==> config.mk <==
export PLATFORM = sky130hd
export DESIGN_NAME = river_lane_scheduler_flat
export DESIGN_NICKNAME = d
export VERILOG_FILES = /design/src/rtl/frogger_pkg.sv /design/src/rtl/river_lane_scheduler_if.sv /design/src/rtl/lane_timer.sv /design/src/rtl/river_lane_scheduler.sv /design/src/flat_wrapper.sv
export SDC_FILE = /design/constraint.sdc
export NUM_CORES = 1
export LEC_CHECK = 0
export CAP_MARGIN = 20
export CORE_MARGIN = 2
export CORE_UTILIZATION = 52
export DETAILED_ROUTE_END_ITERATION = 10
export PLACE_DENSITY = 0.8
export SKIP_CTS_REPAIR_TIMING = 1
export SLEW_MARGIN = 20
export SYNTH_ARGS = -nofsm -noshare
export SYNTH_HDL_FRONTEND = slang
export SYNTH_HIERARCHICAL = 1
export SYNTH_SLANG_ARGS = --single-unit
export TNS_END_PERCENT = 1
==> constraint.sdc <==
create_clock -name frame_clk -period 2.3 [get_ports frame_clk]
set_input_delay 0.46 -clock frame_clk [delete_from_list [all_inputs] [get_ports frame_clk]]
set_output_delay 0.46 -clock frame_clk [all_outputs]
set_load 0.005 [all_outputs]
==> src/rtl/frogger_pkg.sv <==
// Shared definitions for the river section of the frogger playfield.
// Contents:
//   state_t                   - scheduler states IDLE / LOAD / RUN / DROWNED
//   RIVER_Y_TOP_DEFAULT       - pixel Y of the top edge of lane 0
//   LANE_H_DEFAULT            - height of one river lane in pixels
//   BASE_SPEED_TABLE          - per-lane wait period at Level 0 (lanes 0..3)
//   base_speed()              - table lookup, wraps for designs with more lanes
//   level_speed()             - max(base - level, 1)
package frogger_pkg;

  typedef enum logic [1:0] {
    IDLE    = 2'd0,
    LOAD    = 2'd1,
    RUN     = 2'd2,
    DROWNED = 2'd3
  } state_t;

  localparam logic [10:0] RIVER_Y_TOP_DEFAULT = 11'd80;
  localparam logic [10:0] LANE_H_DEFAULT      = 11'd40;

  // Lane 0 in the low five bits: {lane3, lane2, lane1, lane0} = {4, 10, 6, 8}.
  localparam logic [19:0] BASE_SPEED_TABLE = {5'd4, 5'd10, 5'd6, 5'd8};

  function automatic logic [4:0] base_speed(input int unsigned lane);
    return BASE_SPEED_TABLE[(lane % 4) * 5 +: 5];
  endfunction

  // base > level guarantees base - level >= 1, otherwise clamp to 1.
  function automatic logic [4:0] level_speed(input logic [4:0] base,
                                             input logic [2:0] level);
    return (base > {2'b00, level}) ? (base - {2'b00, level}) : 5'd1;
  endfunction

endpackage

==> src/rtl/river_lane_scheduler_if.sv <==
// Bundle of all game-side signals of the river lane scheduler.
// Ports (signal direction as seen from the scheduler, i.e. the slave modport):
//   Start, Level[2:0], Frog_Y[10:0], Pad_Collision[NUM_LANES-1:0]   inputs
//   Lane_Step, Lane_Dir [NUM_LANES-1:0], Lane_Speed[5*NUM_LANES-1:0],
//   Carry_Step, Carry_Dir, Drown, Running                            outputs
// The master modport is the game controller side driving the inputs.
interface river_lane_scheduler_if #(
  parameter int NUM_LANES = 4
);
  logic                     Start;
  logic [2:0]               Level;
  logic [10:0]              Frog_Y;
  logic [NUM_LANES-1:0]     Pad_Collision;
  logic [NUM_LANES-1:0]     Lane_Step;
  logic [NUM_LANES-1:0]     Lane_Dir;
  logic [5*NUM_LANES-1:0]   Lane_Speed;
  logic                     Carry_Step;
  logic                     Carry_Dir;
  logic                     Drown;
  logic                     Running;

  modport master (
    output Start, Level, Frog_Y, Pad_Collision,
    input  Lane_Step, Lane_Dir, Lane_Speed, Carry_Step, Carry_Dir, Drown, Running
  );

  modport slave (
    input  Start, Level, Frog_Y, Pad_Collision,
    output Lane_Step, Lane_Dir, Lane_Speed, Carry_Step, Carry_Dir, Drown, Running
  );
endinterface

==> src/rtl/lane_timer.sv <==
// Per-lane pad timer. The counter runs 0..speed in RUN, so one lane step
// happens every speed+1 frames.
// Ports:
//   clk, rst     frame clock, synchronous active-high reset
//   clear        zero the counter (LOAD state)
//   en           count this frame (RUN state)
//   step_en      allow the registered step pulse (scheduler stays in RUN)
//   speed[4:0]   wait period in frames
//   step_cond    combinational: this frame's edge is a step edge
//   step         registered one-cycle step pulse
module lane_timer (
  input  logic       clk,
  input  logic       rst,
  input  logic       clear,
  input  logic       en,
  input  logic       step_en,
  input  logic [4:0] speed,
  output logic       step_cond,
  output logic       step
);

  logic [4:0] cnt_p0;

  assign step_cond = en && (cnt_p0 == speed);

  always_ff @(posedge clk) begin
    if (rst) begin
      cnt_p0 <= '0;
      step   <= 1'b0;
    end else begin
      step <= step_cond && step_en;
      if (clear) begin
        cnt_p0 <= '0;
      end else if (en) begin
        cnt_p0 <= step_cond ? 5'd0 : cnt_p0 + 5'd1;
      end
    end
  end

endmodule

==> src/rtl/river_lane_scheduler.sv <==
// River lane scheduler: paces the pad rows of each river lane, carries the
// frog along with the pad it stands on and detects drowning after a grace
// period of unsupported frames.
// Ports:
//   frame_clk    one rising edge per video frame
//   Reset        synchronous, active-high
//   bus          river_lane_scheduler_if.slave (Start, Level, Frog_Y,
//                Pad_Collision in; Lane_Step, Lane_Dir, Lane_Speed,
//                Carry_Step, Carry_Dir, Drown, Running out)
module river_lane_scheduler
  import frogger_pkg::*;
#(
  parameter int          NUM_LANES    = 4,
  parameter logic [10:0] RIVER_Y_TOP  = RIVER_Y_TOP_DEFAULT,
  parameter logic [10:0] LANE_H       = LANE_H_DEFAULT,
  parameter int          GRACE_FRAMES = 3
) (
  input  logic                   frame_clk,
  input  logic                   Reset,
  river_lane_scheduler_if.slave  bus
);

  localparam int GW = (GRACE_FRAMES < 2) ? 1 : $clog2(GRACE_FRAMES + 1);
  localparam logic [GW-1:0] GMAX = GW'(GRACE_FRAMES);

  state_t               state, state_nx;
  logic [4:0]           speed [NUM_LANES];
  logic [NUM_LANES-1:0] in_lane;
  logic [NUM_LANES-1:0] lane_dir;
  logic [NUM_LANES-1:0] step_cond;
  logic [NUM_LANES-1:0] step_q;
  logic [NUM_LANES-1:0] carry_hit;
  logic [GW-1:0]        grace, grace_nx;
  logic                 in_river, supported, drown_now, run_stay;
  logic                 in_run, in_load;
  logic                 carry_step_q, carry_dir_q;

  assign in_run  = (state == RUN);
  assign in_load = (state == LOAD);

  // Lane decode by constant range compares; one extra bit keeps the upper
  // bound from wrapping for tall geometries.
  for (genvar k = 0; k < NUM_LANES; k++) begin : g_lane
    localparam logic [11:0] LO = 12'(RIVER_Y_TOP) + 12'(k) * 12'(LANE_H);
    localparam logic [11:0] HI = LO + 12'(LANE_H);

    assign in_lane[k]  = ({1'b0, bus.Frog_Y} >= LO) && ({1'b0, bus.Frog_Y} < HI);
    assign lane_dir[k] = 1'(k % 2);
    assign bus.Lane_Speed[5*k +: 5] = speed[k];

    lane_timer u_timer (
      .clk       (frame_clk),
      .rst       (Reset),
      .clear     (in_load),
      .en        (in_run),
      .step_en   (run_stay),
      .speed     (speed[k]),
      .step_cond (step_cond[k]),
      .step      (step_q[k])
    );
  end

  // At most one in_lane bit is set, so masking with it discards the pad
  // collisions of every other lane.
  assign in_river  = |in_lane;
  assign supported = |(in_lane & bus.Pad_Collision);
  assign carry_hit = in_lane & bus.Pad_Collision & step_cond;

  always_comb begin
    grace_nx = '0;
    if (in_river && !supported) begin
      grace_nx = (grace == GMAX) ? grace : grace + 1'b1;
    end
  end

  assign drown_now = in_run && (grace_nx == GMAX);

  // Drowning wins over a simultaneous restart request.
  always_comb begin
    state_nx = state;
    case (state)
      IDLE:    if (bus.Start) state_nx = LOAD;
      LOAD:    state_nx = RUN;
      RUN: begin
        if (drown_now)      state_nx = DROWNED;
        else if (bus.Start) state_nx = LOAD;
      end
      DROWNED: state_nx = IDLE;
      default: state_nx = IDLE;
    endcase
  end

  // Step and carry pulses are only issued when the next cycle is still RUN,
  // so they never appear in LOAD or DROWNED.
  assign run_stay = in_run && (state_nx == RUN);

  always_ff @(posedge frame_clk) begin
    if (Reset) begin
      state        <= IDLE;
      grace        <= '0;
      carry_step_q <= 1'b0;
      carry_dir_q  <= 1'b0;
      for (int k = 0; k < NUM_LANES; k++) begin
        speed[k] <= base_speed(unsigned'(k));
      end
    end else begin
      state        <= state_nx;
      carry_step_q <= run_stay && (|carry_hit);
      carry_dir_q  <= run_stay && (|(carry_hit & lane_dir));
      if (in_load) begin
        grace <= '0;
        for (int k = 0; k < NUM_LANES; k++) begin
          speed[k] <= level_speed(base_speed(unsigned'(k)), bus.Level);
        end
      end else if (in_run) begin
        grace <= grace_nx;
      end
    end
  end

  assign bus.Lane_Step  = step_q;
  assign bus.Lane_Dir   = lane_dir;
  assign bus.Carry_Step = carry_step_q;
  assign bus.Carry_Dir  = carry_dir_q;
  assign bus.Drown      = (state == DROWNED);
  assign bus.Running    = in_run;

endmodule

==> src/flat_wrapper.sv <==
// flat-port wrapper written by rule: the top's interface ports become plain ports
module river_lane_scheduler_flat import frogger_pkg::*;
#(
  parameter int          NUM_LANES    = 4,
  parameter logic [10:0] RIVER_Y_TOP  = RIVER_Y_TOP_DEFAULT,
  parameter logic [10:0] LANE_H       = LANE_H_DEFAULT,
  parameter int          GRACE_FRAMES = 3
)
  (frame_clk, Reset, bus_Start, bus_Level, bus_Frog_Y, bus_Pad_Collision, bus_Lane_Step, bus_Lane_Dir, bus_Lane_Speed, bus_Carry_Step, bus_Carry_Dir, bus_Drown, bus_Running);
  river_lane_scheduler_if #(.NUM_LANES(NUM_LANES)) bus_i ();
  input  logic frame_clk;
  input  logic Reset;
  input wire logic [$bits(bus_i.Start)-1:0] bus_Start;
  input wire logic [$bits(bus_i.Level)-1:0] bus_Level;
  input wire logic [$bits(bus_i.Frog_Y)-1:0] bus_Frog_Y;
  input wire logic [$bits(bus_i.Pad_Collision)-1:0] bus_Pad_Collision;
  output wire logic [$bits(bus_i.Lane_Step)-1:0] bus_Lane_Step;
  output wire logic [$bits(bus_i.Lane_Dir)-1:0] bus_Lane_Dir;
  output wire logic [$bits(bus_i.Lane_Speed)-1:0] bus_Lane_Speed;
  output wire logic [$bits(bus_i.Carry_Step)-1:0] bus_Carry_Step;
  output wire logic [$bits(bus_i.Carry_Dir)-1:0] bus_Carry_Dir;
  output wire logic [$bits(bus_i.Drown)-1:0] bus_Drown;
  output wire logic [$bits(bus_i.Running)-1:0] bus_Running;
  assign bus_i.Start = bus_Start;
  assign bus_i.Level = bus_Level;
  assign bus_i.Frog_Y = bus_Frog_Y;
  assign bus_i.Pad_Collision = bus_Pad_Collision;
  assign bus_Lane_Step = bus_i.Lane_Step;
  assign bus_Lane_Dir = bus_i.Lane_Dir;
  assign bus_Lane_Speed = bus_i.Lane_Speed;
  assign bus_Carry_Step = bus_i.Carry_Step;
  assign bus_Carry_Dir = bus_i.Carry_Dir;
  assign bus_Drown = bus_i.Drown;
  assign bus_Running = bus_i.Running;
  river_lane_scheduler #(.NUM_LANES(NUM_LANES), .RIVER_Y_TOP(RIVER_Y_TOP), .LANE_H(LANE_H), .GRACE_FRAMES(GRACE_FRAMES)) u_core (.frame_clk(frame_clk), .Reset(Reset), .bus(bus_i));
endmodule
==> run summary, run 1 <==
The run finished with clean final reports. The maximum frequency from static timing analysis is 458 MHz. The synthesized area per cell is 10.0 um^2.

The number of CTS-inserted buffers is 5. The final setup violation count came out at 0. The horizontal die dimension came out at 75.4 um.

Relative to the synthesized area, the layout overhead comes to 27.1%. The multi-input combinational cells in the finished layout cover a total of around 1500 um^2. The clock passes through at most 2 buffers. The remaining number of nets flagged by the antenna check after routing came out at 0. The worst min-delay path endpoint is u_core/state[0]$_SDFF_PP0_.

In the routed design, unresolved DRC markers number 0. The endpoint identified for the worst register-to-register timing path is u_core/bus.Carry_Dir$_SDFF_PP0_. The number of antenna cells inserted came out at 0. The number of instances on the worst hold path came out at 2. The initial cell density of the core came out at 0.550. From bottom edge to top edge, the die measures 75.4 um. The endpoint arrival time on the critical path came out at 2.37 ns. The count of pins over their slew limit is 0. The critical-path maximum fanout came out at 4. The power density of the placed cells is 469 nW/um^2. The count of endpoints failing hold in the final timing report is 0. The tree is rooted in a sky130_fd_sc_hd__clkbuf_8. The number of library cell types mapped by synthesis is 48.

The final wirelength came out at 6.32 mm. The overflow left after global routing came out at 0. The flip-flop and latch count after synthesis is 45.

The critical path in this run is classified as input port to flip-flop. The global-route wire length before repair is 10.4 mm. The number of top-level pins came out at 53. The count of buffers from port buffering came out at 43. Summed over all instances, the cell type with the most area after synthesis is sky130_fd_sc_hd__dfxtp_1.

In the layout the commonest cells are 34 x sky130_fd_sc_hd__clkdlybuf4s50_1, 30 x sky130_fd_sc_hd__dfxtp_1, 28 x sky130_fd_sc_hd__xor2_1. The worst min-delay path startpoint is u_core/state[1]$_SDFF_PP0_. Measured in cells, the most critical reg-to-reg path has a length of 7. The async set-reset flop share out of synthesis is 0. The path class of the tightest hold or removal check is flip-flop to flip-flop. The cell count after synthesis came out at 265. By area the synthesized netlist is led by sky130_fd_sc_hd__dfxtp_1 23%, sky130_fd_sc_hd__edfxtp_1 17%, sky130_fd_sc_hd__xor2_1 9.2%. The worst setup margin is 0.115 ns. After detailed placement, the design holds a cell count of 387. The average wire per standard cell is 16.0 um. The most used flip-flop cell after synthesis is sky130_fd_sc_hd__dfxtp_1. The initial antenna violation count came to 0. The share of synthesized area occupied by flip-flops and latches came out at 0.396. The number of filler cells placed in the layout came out at 409.

The core region is 4820 um^2. The die covers 5690 um^2. The count of placed standard cells in the final layout, fillers left out came out at a little under 400.

The number of max-cap violations came out at 0. The H-tree generated during clock tree synthesis spans 2 levels. STA classifies the critical path startpoint as an input port. The final weighted congestion in routability-driven placement is ~0.85. The worst register-to-register path begins at u_core/speed[3][3]$_SDFFCE_PP0P_. In this run the register-to-register setup slack is 0.40 ns. The total standard cell area after synthesis came out at ~2700 um^2. The number of vias per cell after detailed routing came out at 5.76. The site row count came out at 25. The endpoint type of the worst setup path is a flip-flop. The number of optimization iterations in the first detailed-route pass is 4.

The worst slack after detailed placement is -0.489 ns. The endpoint required time on the critical path is 2.48 ns. The starting DRC count in detailed routing is ~140. The worst ir drop on vdd came out at around 0.00038 V.

At the pin with the least slew margin, the transition time is 0.547 ns. Clock latency on the worst-skew pair, taken at its later pin, is between 0.2 and 0.3 ns. The clock tree from TritonCTS is done.

The standby leakage power is 1.40 nW. The number of clock sinks seen by CTS is 45. The ratio of cells with drive above 1 in the final layout came out at 0.164.

Setup repair after global routing left no endpoint under its margin. The aggregate global-route resource usage came out at 0.241. The CTS clock-pin slew for the worst setup and hold paths came out at 0.08 ns.

Leaving out fill and tap cells, the most frequent cell in the layout is sky130_fd_sc_hd__clkdlybuf4s50_1. The share of synthesized area in the top cell type comes to 0.227. The via count of the first global-routing pass is 2,219. The design draws around 1.6 mW. The total via count after detailed routing is 2,279. The relative max-transition margin came out at 0.635. After the last flow step, the layout net total stands at 359. Of the available clock period, the critical path in the final layout requires 0.950. The post-layout minimum cycle time came out at ~2.2 ns. The HPWL after detailed placement came out at 4.77 mm. The largest net degree at the start of global routing came out at 33. The number of enable-type register cells in the synthesized netlist is 15.

Yosys printed 6 warnings. The sequential cell area is ~1100 um^2. The largest clock skew in the final design is about 0.0052 ns. Hold timing on the final database bottoms out at a slack of roughly 0.51 ns.
==> per-layer routing <==
layer  share of wire  global-route usage
met4           0.017              0.0916
met3           0.046              0.0410
met2            0.49               0.401
met1            0.44               0.314
met5               0                   0
==> synth_stat cells, types with 2 or more instances <==
| library cell | instances |
|---|---|
| sky130_fd_sc_hd__a21oi_1 | 2 |
| sky130_fd_sc_hd__a311oi_1 | 8 |
| sky130_fd_sc_hd__a31oi_1 | 4 |
| sky130_fd_sc_hd__and2_1 | 3 |
| sky130_fd_sc_hd__and3_2 | 4 |
| sky130_fd_sc_hd__and4_2 | 4 |
| sky130_fd_sc_hd__buf_2 | 4 |
| sky130_fd_sc_hd__buf_4 | 10 |
| sky130_fd_sc_hd__conb_1 | 2 |
| sky130_fd_sc_hd__dfxtp_1 | 30 |
| sky130_fd_sc_hd__edfxtp_1 | 15 |
| sky130_fd_sc_hd__ha_1 | 10 |
| sky130_fd_sc_hd__inv_1 | 8 |
| sky130_fd_sc_hd__nand2_1 | 6 |
| sky130_fd_sc_hd__nand2b_1 | 4 |
| sky130_fd_sc_hd__nand3_1 | 11 |
| sky130_fd_sc_hd__nand3b_1 | 9 |
| sky130_fd_sc_hd__nand4_1 | 9 |
| sky130_fd_sc_hd__nand4bb_1 | 4 |
| sky130_fd_sc_hd__nor2_1 | 12 |
| sky130_fd_sc_hd__nor2b_1 | 7 |
| sky130_fd_sc_hd__nor3_1 | 4 |
| sky130_fd_sc_hd__nor3_2 | 4 |
| sky130_fd_sc_hd__nor4b_1 | 5 |
| sky130_fd_sc_hd__o2111ai_1 | 5 |
| sky130_fd_sc_hd__o211ai_1 | 5 |
| sky130_fd_sc_hd__o21a_1 | 3 |
| sky130_fd_sc_hd__o21ai_0 | 10 |
| sky130_fd_sc_hd__o21bai_1 | 4 |
| sky130_fd_sc_hd__o31ai_1 | 6 |
| sky130_fd_sc_hd__or2_2 | 8 |
| sky130_fd_sc_hd__or3_4 | 2 |
| sky130_fd_sc_hd__xor2_1 | 28 |
==> stage by stage <==
step / setup TNS (ns) / cell area, um^2 / util
6_report: 0 / 3370 / 0.700
5_1_grt: 0 / 3370 / 0.700
4_1_cts: -0.591 / 3330 / 0.691
3_5_place_dp: -2.88 / 3250 / 0.675
3_3_place_gp: -2.36 / 3250 / 0.675
2_1_floorplan: 0 / 2680 / -
==> report_power, final <==
group | internal (mW) | switching, mW
clock network | 0.216 | 0.251
registers | 0.843 | 0.0235
logic | 0.118 | 0.130
==> final cells by class <==
cell class                 instances  area share
tap                               67      0.0249
sequential                        45       0.312
timing repair buffer              64       0.181
multi-input combinational        204       0.450
inverter                           8     0.00891
clock buffer                       8      0.0238
==> critical path: stages <==
cell	delay, ns
sky130_fd_sc_hd__clkdlybuf4s50_1	0.41
sky130_fd_sc_hd__nand2_1	0.07
sky130_fd_sc_hd__a21oi_1	0.06
sky130_fd_sc_hd__or3_4	0.34
sky130_fd_sc_hd__or3_4	0.39
sky130_fd_sc_hd__and3b_2	0.25
sky130_fd_sc_hd__nor2b_1	0.14
sky130_fd_sc_hd__and4_2	0.24
==> flip-flops by register name (all words and copies together) (netlist names) <==
name,count
u_core/speed,15
u_core/bus.Carry_Step,1
u_core/bus.Carry_Dir,1
u_core/g_lane.u_timer/cnt_p0,20
u_core/g_lane.u_timer/step,4
u_core/state,2
u_core/grace,2
==> cell families (layout without fill, tap and decap cells) <==
kind of cell | Yosys count | after routing | synth area share
AOI/OAI and AO/OA | 54 | 54 | 0.151
other | 2 | 9 | 0.00283
and+or+nand+nor | 103 | 103 | 0.262
adders and majority gates | 10 | 10 | 0.0472
DFF | 45 | 45 | 0.396
buffers and inverters | 23 | 80 | 0.0486
xor gates and xnor gates | 28 | 28 | 0.0925
==> worst max-delay path by stage <==
stage                              start                                        to  slack (ns)
floorplan                  bus_Frog_Y[5]  u_core/g_lane[0].u_timer/step$_SDFF_PP0_        0.13
global placement           bus_Frog_Y[6]  u_core/g_lane[1].u_timer/step$_SDFF_PP0_       -0.41
detailed placement         bus_Frog_Y[6]  u_core/g_lane[0].u_timer/step$_SDFF_PP0_       -0.49
CTS                        bus_Frog_Y[6]  u_core/g_lane[0].u_timer/step$_SDFF_PP0_       -0.17
global route               bus_Frog_Y[5]  u_core/g_lane[0].u_timer/step$_SDFF_PP0_        0.06
finish              bus_Pad_Collision[2]  u_core/g_lane[0].u_timer/step$_SDFF_PP0_        0.12
Power figures use the tool's default switching activity.
==> run 2: changes to the inputs <==
--- a/config.mk
+++ b/config.mk
@@ -7,9 +7,9 @@
 export LEC_CHECK = 0
 export CAP_MARGIN = 20
 export CORE_MARGIN = 2
-export CORE_UTILIZATION = 52
+export CORE_UTILIZATION = 56
 export DETAILED_ROUTE_END_ITERATION = 10
-export PLACE_DENSITY = 0.8
+export PLACE_DENSITY = 0.86
 export SKIP_CTS_REPAIR_TIMING = 1
 export SLEW_MARGIN = 20
 export SYNTH_ARGS = -nofsm -noshare
==> constraint.sdc (replaced) <==
create_clock -name frame_clk -period 2.8 [get_ports frame_clk]
set_input_delay 0.56 -clock frame_clk [delete_from_list [all_inputs] [get_ports frame_clk]]
set_output_delay 0.56 -clock frame_clk [all_outputs]
set_load 0.005 [all_outputs]
==> run summary, run 2 (synthesis results as in run 1) <==
Overall power consumption after layout is estimated at 1.49 mW. Setup violations remaining at the end of the flow were counted as 0. The number of clock sinks seen by CTS came out at 45. The share of the clock period used by the worst path after layout came out at 0.937. Clock-pin slew was measured on the worst setup and hold paths at 0.08 ns. The number of nets at the end of the flow came out at 349. The area of the die came out at 5300 um^2. The via count of the first global-routing pass is approximately 2,200. The number of top-level pins is 53. In the global route stage, met2 resource usage came out at 0.396. The most common cell after layout, fill and taps aside is sky130_fd_sc_hd__clkdlybuf4s50_1. The number of vias per cell after detailed routing came out at 6.09. The critical path goes through clkdlybuf4s50_1, or4bb_1, o21ai_1, or3_4, or3_4, and3b_1, nor2b_1, and4_2. Setup repair after global routing left no endpoint under its margin.

In this run the vertical extent of the chip is between 70 and 80 um. In the final layout, the registers with the most flip-flops are u_core/g_lane.u_timer/cnt_p0 (20), u_core/speed (15), u_core/g_lane.u_timer/step (4). Summing over every cut layer, the via total after detailed routing is 2,271. The standby leakage power came out at roughly 1.3 nW.

The largest net degree at the start of global routing is 35. The cell seen most often among critical-path stages is sky130_fd_sc_hd__or3_4. The floorplan step defined a core boundary enclosing between 4000 and 5000 um^2.

The maximum cell stage delay along the critical path came out at just under 0.6 ns. Based on the critical path, the design can be clocked at up to 381 MHz. The routed design has between 6 and 7 mm of wire. Clock skew on the completed layout was measured at approximately 0.0057 ns.

The final weighted congestion in routability-driven placement is between 0.8 and 0.9. The startpoint class of the critical path is an input port. The count of endpoints failing hold in the final timing report is 0. The tightest min-delay check is of the flip-flop to flip-flop type. The worst ir drop on vdd came out at 0.000360 V. STA classifies the critical path endpoint as a flip-flop.

The layer flagged by global routing as most heavily used is met2. The endpoint arrival time on the critical path is 2.82 ns. The layout-stage area growth over the synthesis result is 24.5%. The average wire per standard cell came out at 16.5 um.

The number of max-cap violations came out at 0. The register with the most flip-flops in the layout has 20 of them. The overflow left after global routing came out at 0. The worst setup slack for register-to-register paths came out at 0.74 ns. The aggregate global-route resource usage came out at 0.248. The initial antenna violation count came to 0. Of all nets on the critical path, the largest fanout is 8.

The number of optimization iterations in the first detailed-route pass is 4. The run finished with clean final reports. 0 antenna diodes ended up in the layout. The worst setup margin came out at 0.177 ns. The fraction of met3 tracks used by global routing came out at 0.0622. TritonCTS built the clock tree. In the layout the commonest cells are 43 x sky130_fd_sc_hd__clkdlybuf4s50_1, 30 x sky130_fd_sc_hd__dfxtp_1, 28 x sky130_fd_sc_hd__xor2_1. The global routing met1 resource utilization is 0.313. Ranked by flip-flop count, first place goes to u_core/g_lane.u_timer/cnt_p0. The count of buffering cells on the critical path with inverters included came out at 1.

For this run, design rule violations remaining after detail routing come to 0. The relative max-transition margin is 0.591. The HPWL after detailed placement is 4.28 mm. In this run the horizontal extent of the chip is roughly 73 um. The count of buffers added on input and output ports is 43.

The post-layout minimum cycle time came out at 2.62 ns. The maximum clock path buffer count came out at 2. After the first detailed-routing iteration, the DRC count stood at 172. The site row count is 25. The root buffer cell chosen for the clock tree is sky130_fd_sc_hd__clkbuf_8. The global-route wire length before repair came out at 10.2 mm.

For this design the ratio of total power to cell area is 451 nW/um^2. The endpoint required time on the critical path came out at 3.00 ns. Timing analysis after detailed placement gives a worst setup slack of -0.111 ns. The slew at the pin closest to its max-slew limit is 0.613 ns.

The later pin in the worst-skew pair is clocked with a latency of 0.30 ns. The clock tree synthesis step divided the H-tree into 2 levels. The critical-path cell with the highest stage delay is sky130_fd_sc_hd__clkdlybuf4s50_1.

Of the cells placed in the final design, the portion with a size suffix greater than 1 is 0.138. The number of CTS-inserted buffers came out at 5. By startpoint and endpoint, the worst setup path is classified as input port to flip-flop. For this configuration, the core starts out at a cell density of 0.573. The count of pins over their slew limit is 0. The remaining number of nets flagged by the antenna check after routing is 0. Among cell families on the critical path, the largest total delay comes from simple AND/OR/NAND/NOR gates.
run 2: changes by cell type in the layout (fill, tap and decap cells not counted), moves of 2 or more:
cell | before | now
sky130_fd_sc_hd__bufinv_16 | 0 | 2
sky130_fd_sc_hd__clkbuf_1 | 3 | 0
sky130_fd_sc_hd__clkdlybuf4s50_1 | 34 | 43
sky130_fd_sc_hd__buf_4 | 21 | 11
sky130_fd_sc_hd__dlymetal6s2s_1 | 9 | 0
run 2: routing by layer:
metal  vias to the layer above  share of wire
li1                       1094              -
met3                        17          0.059
met5                         -              0
met4                         0          0.028
met2                        85           0.48
met1                      1075           0.43
run 2: path summary, 6_finish.rpt:
kind | cells past startpoint | start | end
hold reg to reg | 2 | u_core/state[1]$_SDFF_PP0_ | u_core/state[0]$_SDFF_PP0_
setup reg to reg | 7 | u_core/speed[3][3]$_SDFFCE_PP0P_ | u_core/bus.Carry_Step$_SDFF_PP0_
setup / recovery | 8 | bus_Frog_Y[6] | u_core/g_lane[1].u_timer/step$_SDFF_PP0_
hold / removal | 2 | u_core/state[1]$_SDFF_PP0_ | u_core/state[0]$_SDFF_PP0_
run 2: area by class of cell:
class                      instances  area, um^2
clock buffer                       5        68.8
clock inverter                     3        65.1
fill                             356        1330
inverter                           8        30.0
multi-input combinational        204        1510
sequential                        45        1050
tap                               54        67.6
timing repair buffer              54         513
run 2: per-stage QoR:
step / setup TNS, ns / util / instance area, um^2 / hold WS [ns] / instances
detailed placement: -0.419 / 0.684 / 3170 / 0.483 / 365
global route: 0 / 0.713 / 3300 / 0.542 / 373
finish: 0 / 0.713 / 3300 / 0.506 / 373
floorplan: 0 / - / 2680 / 0.448 / 272
CTS: 0 / 0.713 / 3300 / 0.508 / 373
global placement: -0.270 / 0.684 / 3170 / 0.471 / 365
run 2: tightest hold or removal path, delay by kind of cell, from the launching register on:
family          cells  cell delay, ns
compound gates      1            0.07
flops               1            0.33
simple gates        1            0.06
run 2: power breakdown:
part | internal, mW | leakage, nW | switching (mW)
Combinational | 0.0910 | 0.848 | 0.104
Clock | 0.354 | 0.0681 | 0.226
Sequential | 0.693 | 0.383 | 0.0190
Total | 1.14 | 1.30 | 0.350
==> run 3: changes to the inputs <==
--- a/config.mk
+++ b/config.mk
@@ -7,13 +7,12 @@
 export LEC_CHECK = 0
 export CAP_MARGIN = 20
 export CORE_MARGIN = 2
-export CORE_UTILIZATION = 56
+export CORE_UTILIZATION = 54
 export DETAILED_ROUTE_END_ITERATION = 10
-export PLACE_DENSITY = 0.86
+export PLACE_DENSITY = 0.85
 export SKIP_CTS_REPAIR_TIMING = 1
 export SLEW_MARGIN = 20
 export SYNTH_ARGS = -nofsm -noshare
 export SYNTH_HDL_FRONTEND = slang
-export SYNTH_HIERARCHICAL = 1
 export SYNTH_SLANG_ARGS = --single-unit
 export TNS_END_PERCENT = 1
==> constraint.sdc (replaced) <==
create_clock -name frame_clk -period 3.4 [get_ports frame_clk]
set_input_delay 0.68 -clock frame_clk [delete_from_list [all_inputs] [get_ports frame_clk]]
set_output_delay 0.68 -clock frame_clk [all_outputs]
set_load 0.005 [all_outputs]
==> run summary, run 3 <==
Setup repair after global routing left no endpoint under its margin. After layout, the minimum clock period comes to 2.50 ns. The synthesized design contains 15 enable-type register cells.

The synthesized area per cell came out at 9.69 um^2. The worst ir drop on vdd came out at roughly 0.00025 V. The launch point of the critical path is u_core.state[0]$_SDFF_PP0_. The worst register-to-register path begins at u_core.state[0]$_SDFF_PP0_. Of the post-synthesis cell area, the dominant cell type holds 0.255. The final wirelength came out at approximately 4.7 mm. The via count of the first global-routing pass was 1,705. The count of H-tree levels built during CTS came out at 2. The tree is rooted in a sky130_fd_sc_hd__clkbuf_8.

The slew at the pin closest to its max-slew limit came out at between 0.5 and 0.6 ns. In this run the vertical extent of the chip is around 70 um. The library cell occupying the most area in the post-synthesis netlist is sky130_fd_sc_hd__dfxtp_1. The die covers between 4000 and 5000 um^2.

The post-detailed-route DRC marker count came out at 0. The most common cell in the synthesized netlist is sky130_fd_sc_hd__dfxtp_1. The register name with the most flops is u_core.g_lane.u_timer.cnt_p0. The initial antenna violation count came to 0.

Following the worst setup path forward leads to its endpoint at bus_Running. The number of vias per cell after detailed routing came out at 5.43. The worst setup path is launched from a flip-flop. The site row count is 24. The endpoint type of the worst setup path is an output port.

The ratio of cells with drive above 1 in the final layout is 0.0747. The number of nets at the end of the flow came out at roughly 310. The maximum clock path buffer count is 2. The number of cells on the worst reg-to-reg path came out at 5. The total standard cell area after synthesis is 2350 um^2.

The most common cell after layout, fill and taps aside is sky130_fd_sc_hd__clkdlybuf4s50_1. The horizontal die dimension came out at approximately 70 um. The clock net in this run drives a total of 45 sinks. The first global-routing pass estimated between 7 and 8 mm of wire. The average wire per standard cell is roughly 14 um. The overflow left after global routing came out at 0.

The number of flip-flops in the largest register is 20. The library cells used most frequently in the layout, excluding fill and tap cells, are 43 x sky130_fd_sc_hd__clkdlybuf4s50_1, 30 x sky130_fd_sc_hd__dfxtp_1, 26 x sky130_fd_sc_hd__nand2_1. After synthesis, the most frequently instantiated cells are 30 x sky130_fd_sc_hd__dfxtp_1, 26 x sky130_fd_sc_hd__nand2_1, 24 x sky130_fd_sc_hd__nor2_1, 20 x sky130_fd_sc_hd__xor2_1, 15 x sky130_fd_sc_hd__edfxtp_1. The standby leakage power is 1.09 nW.

The clock reaches the later pin of the worst-skew pair after 0.30 ns. The CTS clock-pin slew for the worst setup and hold paths came out at approximately 0.070 ns. The largest net degree at the start of global routing is 26. The setup check on the worst reg-to-reg path leaves a slack of 1.63 ns. The final weighted congestion in routability-driven placement is 0.870. For this run, the number of Yosys warnings is 0.

The sum of negative setup slack is 0 ns. Along the worst path, the maximum fanout reaches 22. Setup violations remaining at the end of the flow were counted as 0.

During placement, the flow inserted port buffers numbering 43. In the final layout, the registers with the most flip-flops are u_core.g_lane.u_timer.cnt_p0 (20), u_core.speed (15), u_core.g_lane.u_timer.step (4). The clock tree from TritonCTS is done. In this run the worst hold path is classified as flip-flop to flip-flop. The initial cell density of the core is 0.552. The aggregate global-route resource usage came out at 0.200.

Setup slack on the critical path of the routed design comes to 0.900 ns. The detailed router finished its first iteration with 110 violations. Data on the critical path arrives at its endpoint at 1.82 ns. In the post-synthesis netlist, the biggest area contributors are sky130_fd_sc_hd__dfxtp_1 26%, sky130_fd_sc_hd__edfxtp_1 19%, sky130_fd_sc_hd__xor2_1 7.4%. Prior to clock tree synthesis, the placed netlist has a worst setup slack of 0.995 ns.

The count of pins over their slew limit was 0. The HPWL after detailed placement is 3.39 mm. The count of endpoints failing hold in the final timing report was 0. The async set-reset flop share out of synthesis is 0.

The flip-flop and latch count after synthesis is 45. Dividing the final minimum period by the clock period gives 0.735. Between clock sinks in the finished design, the worst skew comes to just over 0.01 ns. The number of library cell types mapped by synthesis came out at 47.

After technology mapping, the gate count stands at between 200 and 250. The area of the core is 4260 um^2. The critical path is of the flip-flop to output port type. The endpoint required time on the critical path came out at 2.72 ns. The share of the Yosys chip area taken by registers is 0.447.

The power density of the placed cells is between 300 and 400 nW/um^2. The endpoint identified for the worst register-to-register timing path is u_core.bus.Carry_Step$_SDFF_PP0_. The total via count after detailed routing is 1,809. The number of max-cap violations came out at 0. The number of antenna diodes in the final layout is 0. The number of CTS-inserted buffers is 5. The number of top-level pins is 53. The prevailing post-synth register cell is sky130_fd_sc_hd__dfxtp_1. The relative max-transition margin is 0.613.

The layout-stage area growth over the synthesis result came out at 20.2%. The flow ran to the end, and the final reports show no timing, DRC or antenna violations. The remaining number of nets flagged by the antenna check after routing is 0. Static timing analysis puts the maximum clock frequency at 400 MHz. The pre-antenna-repair detailed-routing pass consisted of 5 iterations.
[run 3: cell count changes in the layout (fill, tap and decap cells not counted), sizes merged, moves of 6 or more]
cell,delta
a21oi,+9
a311oi,-9
buf,-10
nand2,+20
nand3b,-9
nor2,+12
nor2b,-6
or2,-8
xnor2,+6
xor2,-8
[run 3: how the worst min path moves through the flow]
stage / start / end / slack [ns] / cells past startpoint
2_1_floorplan: u_core.g_lane[0].u_timer.cnt_p0[1]$_SDFFE_PP0P_ / u_core.g_lane[0].u_timer.cnt_p0[1]$_SDFFE_PP0P_ / 0.47 / 2
3_3_place_gp: u_core.g_lane[2].u_timer.cnt_p0[1]$_SDFFE_PP0P_ / u_core.g_lane[2].u_timer.cnt_p0[1]$_SDFFE_PP0P_ / 0.49 / 2
3_5_place_dp: u_core.g_lane[0].u_timer.cnt_p0[1]$_SDFFE_PP0P_ / u_core.g_lane[0].u_timer.cnt_p0[1]$_SDFFE_PP0P_ / 0.51 / 2
4_1_cts: u_core.g_lane[0].u_timer.cnt_p0[1]$_SDFFE_PP0P_ / u_core.g_lane[0].u_timer.cnt_p0[1]$_SDFFE_PP0P_ / 0.52 / 2
5_1_grt: u_core.g_lane[0].u_timer.cnt_p0[1]$_SDFFE_PP0P_ / u_core.g_lane[0].u_timer.cnt_p0[1]$_SDFFE_PP0P_ / 0.54 / 2
6_report: u_core.g_lane[0].u_timer.cnt_p0[1]$_SDFFE_PP0P_ / u_core.g_lane[0].u_timer.cnt_p0[1]$_SDFFE_PP0P_ / 0.52 / 2
[run 3: metrics by stage]
step	cells	total power, mW	hold WS [ns]	cell area (um^2)	util
after floorplan	248	0.660	0.473	2370	-
after global placement	325	0.712	0.487	2740	0.642
after detailed placement	325	0.715	0.507	2740	0.642
after CTS	333	1.04	0.518	2830	0.663
after global routing	333	1.08	0.540	2830	0.663
final	333	1.04	0.521	2830	0.663
[run 3: cells by family after synthesis]
group,Yosys count,synth area share
AND/OR/NAND/NOR,100,0.233
flip-flops,45,0.447
AO/OA/AOI/OAI,34,0.0984
XOR/XNOR,26,0.0968
buffers and inverters,26,0.0691
adder cells (fa/ha/maj),10,0.0532
other,2,0.00319
[run 3: worst max-delay path: stages, from the launching register on]
cell and delay (ns):
sky130_fd_sc_hd__dfxtp_1 0.35, sky130_fd_sc_hd__nand2b_4 0.28, sky130_fd_sc_hd__inv_2 0.32, sky130_fd_sc_hd__clkdlybuf4s50_1 0.57
[run 3: where the power goes]
part	internal [mW]	switching (mW)	leakage, nW
logic	0.0609	0.0607	0.656
clock network	0.166	0.170	0.0455
registers	0.569	0.0129	0.384
total	0.796	0.243	1.09
[run 3: metal layers]
metal  wire length, um  GRT usage  part of all wire  vias to the layer above
li1                  -          -                 -                      898
met1              2110      0.259              0.45                      854
met2              2260      0.322              0.49                       50
met3               176     0.0361             0.038                        7
met4               105     0.0983             0.023                        0
met5                 0          0                 0                        -
[run 3: area by class of cell]
type,count,area (um^2)
clock buffers,8,90.1
fillers,345,1440
inverters,7,26.3
multi-input cells,177,1160
flip-flops and latches,45,1050
well taps,52,65.1
repair buffers,44,438
